[src/rtl/mw_add_seq.sv]
// Multi-precision add/subtract sequencer: streams WORDS 64-bit limbs, LSW first,
// through one shared external adder, with the carry registered between limbs.
module mw_add_seq #(
  parameter int WORDS = 4,
  parameter int CW    = 4
) (
  input  logic                  clk,
  input  logic                  rst_n,
  input  logic                  start,
  input  logic                  sub,
  input  logic                  abort,
  input  logic [WORDS*64-1:0]   op_a,
  input  logic [WORDS*64-1:0]   op_b,
  output logic                  busy,
  output logic                  done,
  output logic [WORDS*64-1:0]   result,
  output logic                  carry_out,
  output logic                  overflow,
  output logic [63:0]           add_a,
  output logic [63:0]           add_b,
  output logic                  add_cin,
  input  logic [63:0]           add_sum,
  input  logic                  add_cout
);
  localparam int            W    = WORDS * 64;
  localparam logic [CW-1:0] LAST = CW'(WORDS - 1);

  typedef enum logic [1:0] {IDLE, RUN, DONE} state_t;

  state_t        state, next_state;
  logic [W-1:0]  a_r, b_r;
  logic          sub_r, carry_r;
  logic [CW-1:0] idx;
  logic          accept, last;
  logic [63:0]   b_limb;

  function automatic logic signed_ovf(input logic a_msb, input logic b_msb, input logic s_msb);
    return (a_msb == b_msb) && (s_msb != a_msb);
  endfunction

  assign accept = start && (state != RUN);
  assign last   = (idx == LAST);
  assign busy   = (state != IDLE);
  assign done   = (state == DONE);
  assign b_limb = b_r[idx*64 +: 64];

  // Adder inputs are driven only while a limb is in flight.
  always_comb begin
    add_a   = '0;
    add_b   = '0;
    add_cin = 1'b0;
    if (state == RUN) begin
      add_a   = a_r[idx*64 +: 64];
      add_b   = sub_r ? ~b_limb : b_limb;
      add_cin = carry_r;
    end
  end

  always_comb begin
    next_state = state;
    case (state)
      IDLE: if (start) next_state = RUN;
      RUN: begin
        if (abort)     next_state = IDLE;
        else if (last) next_state = DONE;
      end
      DONE:    next_state = start ? RUN : IDLE;
      default: next_state = IDLE;
    endcase
  end

  always_ff @(posedge clk or negedge rst_n) begin
    if (!rst_n) state <= IDLE;
    else        state <= next_state;
  end

  // Abort wins over the last-limb write, so an aborted limb is never committed.
  always_ff @(posedge clk or negedge rst_n) begin
    if (!rst_n) begin
      a_r       <= '0;
      b_r       <= '0;
      sub_r     <= 1'b0;
      carry_r   <= 1'b0;
      idx       <= '0;
      result    <= '0;
      carry_out <= 1'b0;
      overflow  <= 1'b0;
    end else if (accept) begin
      a_r       <= op_a;
      b_r       <= op_b;
      sub_r     <= sub;
      carry_r   <= sub;
      idx       <= '0;
      result    <= '0;
      carry_out <= 1'b0;
      overflow  <= 1'b0;
    end else if (state == RUN && !abort) begin
      result[idx*64 +: 64] <= add_sum;
      carry_r              <= add_cout;
      if (last) begin
        carry_out <= add_cout;
        overflow  <= signed_ovf(add_a[63], add_b[63], add_sum[63]);
      end else begin
        idx <= idx + 1'b1;
      end
    end
  end
endmodule

[config.mk]
export PLATFORM = sky130hd
export DESIGN_NAME = mw_add_seq
export DESIGN_NICKNAME = d
export VERILOG_FILES = /design/src/rtl/mw_add_seq.sv
export SDC_FILE = /design/constraint.sdc
export NUM_CORES = 2
export LEC_CHECK = 0
export BUFFER_PORTS_ARGS = -buffer_cell sky130_fd_sc_hd__clkbuf_2
export CAP_MARGIN = 30
export CORE_AREA = 2 2 375 377
export CTS_BUF_LIST = sky130_fd_sc_hd__clkbuf_4
export CTS_CLUSTER_DIAMETER = 50
export DETAILED_ROUTE_END_ITERATION = 8
export DIE_AREA = 0 0 377 379
export PLACE_DENSITY = 0.54
export SLEW_MARGIN = 10
export SYNTH_ARGS = -nofsm -noshare
export SYNTH_HDL_FRONTEND = slang
export SYNTH_SLANG_ARGS = --single-unit
[constraint.sdc]
create_clock -name clk -period 3.78 [get_ports clk]
set_clock_uncertainty 0.1 [all_clocks]
set_input_delay 0.567 -clock clk [delete_from_list [all_inputs] [get_ports clk]]
set_output_delay 0.567 -clock clk [all_outputs]
set_load 0.005 [all_outputs]
==> flow_summary_export.csv <==
group,metric,value,unit
setup_path,crit_fanout,5,
floorplan,ioPinCount,971,
routing,dr_total_vias,38000,
grt,grt_max_degree,175,
status,violations,"setup timing",
cts,insertion_delay,1.18,ns
setup_path,cp_num_buf_inv,5,
grt,grt_pass1_wl,243000,µm
grt,grt.total_usage,22.6,%
routing,wirelength,168000,µm
grt,grt_pass1_vias,40000,
power_and_ir_drop,comb_power_share,39.0,%
timing,finalSetupTns,-0.701,ns
worst_hold_path,whs_path_depth,4,
floorplan,die_area,143000,µm²
timing,setup_ws,-0.0804,ns
layout,final_cells,8041,
grt,antenna_found_initial,34,
yosys,synth-seq-cells,778,
yosys,yosysSeqAreaShare,56.6,%
setup_path,critical_path_class,"register to output pin",
cts,cts_tree,"done",
floorplan,die_h,379,µm
power_and_ir_drop,power.density,548,nW/µm²
yosys,syn-num-nets,4388,
routing,avgRoutedWirePerCell,20.9,µm
power_and_ir_drop,seqPwrFrac,36.1,%
setup_path,cp-start-kind,"register",
floorplan,initial_utilization,24.8,%
setup_path,path_cells,"buf_12, buf_16, buf_4, buf_6, mux4_2, nand2_4, xor2_1, nor2_1, clkbuf_2",
setup_path,end_kind,"output pin",
placed_design,pre_cts_slack,0.492,ns
yosys,synthArstFlopShare,100,%
power_and_ir_drop,p_sw_share,37.3,%
routing,drtIter0Drc,2330,
cts,cts_buffer_depth,3,
timing,hold_viol,0,
floorplan,rows,137,
yosys,netlist_area,34400,µm²
power_and_ir_drop,internal_power,0.0199,W
cts,cts_sinks,778,
power_and_ir_drop,p_total,0.0316,W
setup_path,worst-r2r-cell-count,12,
timing,setup_viol_count_final,29,
worst_hold_path,hp-class,"primary input to register",
cts,htreeDepth,4,
yosys,synth_edf_count,0,
power_and_ir_drop,vdd_drop_max,0.000312,V
timing,slew_headroom,40.5,%
floorplan,die_w,377,µm
run,drv_cap,0,
yosys,ys_warn_count,0,
layout,drive_gt1_share,27.3,%
routing,firstDrtPassIters,5,
timing,fmax,259,MHz
layout,synthToLayoutAreaGrowth,68.0,%
setup_path,cp.depth,9,
timing,finalCriticalPeriod,3.86,ns
grt,grt_overflow,0,
placed_design,dpl.hpwl,96500,µm
setup_path,crit_arrival,3.19,ns
layout,final_nets,6618,
power_and_ir_drop,clock_power_share,25.0,%
placed_design,placed_cell_area,41600,µm²
setup_path,cp_slowest_cell,"dfrtp_4",
cts,clk_pin_slew,0.07,ns
placed_design,place_inst,6386,
yosys,ys.flop_type,"dfrtp_1",
floorplan,core-area,139000,µm²
timing,slew_violations,0,
layout,layout_commonest_cell,"nand2_1",
setup_path,required,3.11,ns
layout,mostFrequentLayoutCells,"nand2_1 (2,016), dlygate4sd3_1 (1,160), clkbuf_2 (940), dfrtp_1 (775), clkbuf_4 (303)",
yosys,avgSynthCellArea,9.04,µm²
placed_design,gp_congestion,0.899,
timing,worst_pin_slew,0.892,ns
yosys,netlist_instances,3803,
routing,ant_nets,0,
cts,cts.root.buffer_cell,"clkbuf_4",
yosys,synth_cell_types,39,
setup_path,critPathMaxStageDelay,0.49,ns
timing,rsz0062_at_grt,"true",
routing,drcViolationCount,0,
timing,finalCritPeriodShare,102,%
status,status,"finished, violations left",
layout,finalInstanceArea,57800,µm²
routing,vias_per_cell,4.72,
setup_path,crit_family,"buffers and inverters",
power_and_ir_drop,leakage,29.2,nW
cts,cts_buffers,219,
placed_design,port_buffers,970,
power_and_ir_drop,power.switching,0.0118,W
## stage by stage
stage / hold slack (ns) / util, %
final: 0.0762 / 41.6
after global routing: 0.0253 / 41.6
after CTS: 0.0000190 / 41.1
after detailed placement: 0.357 / 29.9
after global placement: 0.353 / 29.9
after floorplan: 0.171 / -
## state kept, by name (all words and copies together), names as in the netlist
name,count
a_r,256
b_r,256
result,256
idx,4
state,2
carry_out,1
carry_r,1
overflow,1
sub_r,1
## kinds of logic (layout without fill, tap and decap cells)
group,after synthesis,count (layout),synth area share [%]
AO/OA/AOI/OAI,208,208,3.22
XOR/XNOR,67,67,1.71
adder cells (fa/ha/maj),3,3,0.109
buffers and inverters,276,2673,3.19
flip-flops,778,778,56.6
multiplexers,130,130,8.45
other,0,34,0
AND/OR/NAND/NOR,2341,2341,26.7
## final timing paths
| kind | from | to | slack (ns) |
|---|---|---|---|
| setup / recovery | idx[0] | add_b[26] | -0.08 |
| hold reg to reg | b_r[166] | b_r[166] | 0.37 |
| hold / removal | op_b[128] | b_r[128] | 0.08 |
| min in group asynchronous | rst_n | b_r[94] | 0.17 |
| max in group asynchronous | rst_n | a_r[181] | 2.83 |
| setup reg to reg | idx[0] | result[8] | 0.28 |
## worst min-delay path, stage by stage
cell           delay [ns]
dlygate4sd3_1        0.59
clkbuf_2             0.14
nand2_1              0.06
nand2_1              0.04
## final cells by class
class,count,area [µm²]
clock inverters,85,450
multi-input cells,2749,14300
clock buffers,303,2270
inverters,5,18.8
flip-flops and latches,778,19500
repair buffers,2280,18900
well taps,1807,2260
diodes,34,85.1
fillers,13100,81100
## routing by layer
metal	up-vias	track usage (%)	wire [µm]
li1	16800	-	-
met1	18400	26.8	65700
met2	2027	35.6	77900
met3	736	5.90	12800
met4	14	15.9	11800
met5	-	0.0343	92
## power groups by stage
stage                     Sequential (W)  Combinational (W)  Clock [W]
after floorplan                   0.0110            0.00562          0
after global placement            0.0114            0.00908          0
after detailed placement          0.0115            0.00918          0
after CTS                         0.0113             0.0115    0.00802
after global routing              0.0116             0.0133    0.00855
final                             0.0114             0.0123    0.00790
## synthesized netlist by cell type (2+ instances only)
library cell	instances	area share [%]
clkbuf_1	211	2.3
inv_1	5	0.055
nor3_1	2	0.029
mux2i_1	2	0.058
buf_6	3	0.098
xor2_1	65	1.7
ha_1	3	0.11
buf_2	24	0.35
nand2b_1	2	0.036
buf_4	2	0.044
and2_1	2	0.036
nand2_1	2051	22
buf_1	31	0.34
dfrtp_1	778	57
and3_1	64	1.2
o21ai_0	117	1.7
o21ai_1	13	0.19
nand3_1	133	1.9
or2_2	2	0.036
nor2_1	72	0.79
nand4_1	6	0.11
mux4_2	128	8.4
a21oi_1	68	0.99
xnor2_1	2	0.051
or3_1	3	0.055
## timing repair
item | 4_1_cts | 5_1_grt
buffers inserted | 35 | 14
gates cloned | 17 | 9
resized for setup | 83 | 109
pin swaps | 18 | 33
endpoints found under the setup margin | 128 | 120
hold buffers | 1161 | 0
endpoints found under the hold margin | 1484 | 0
(Power assumes the default switching activity.)
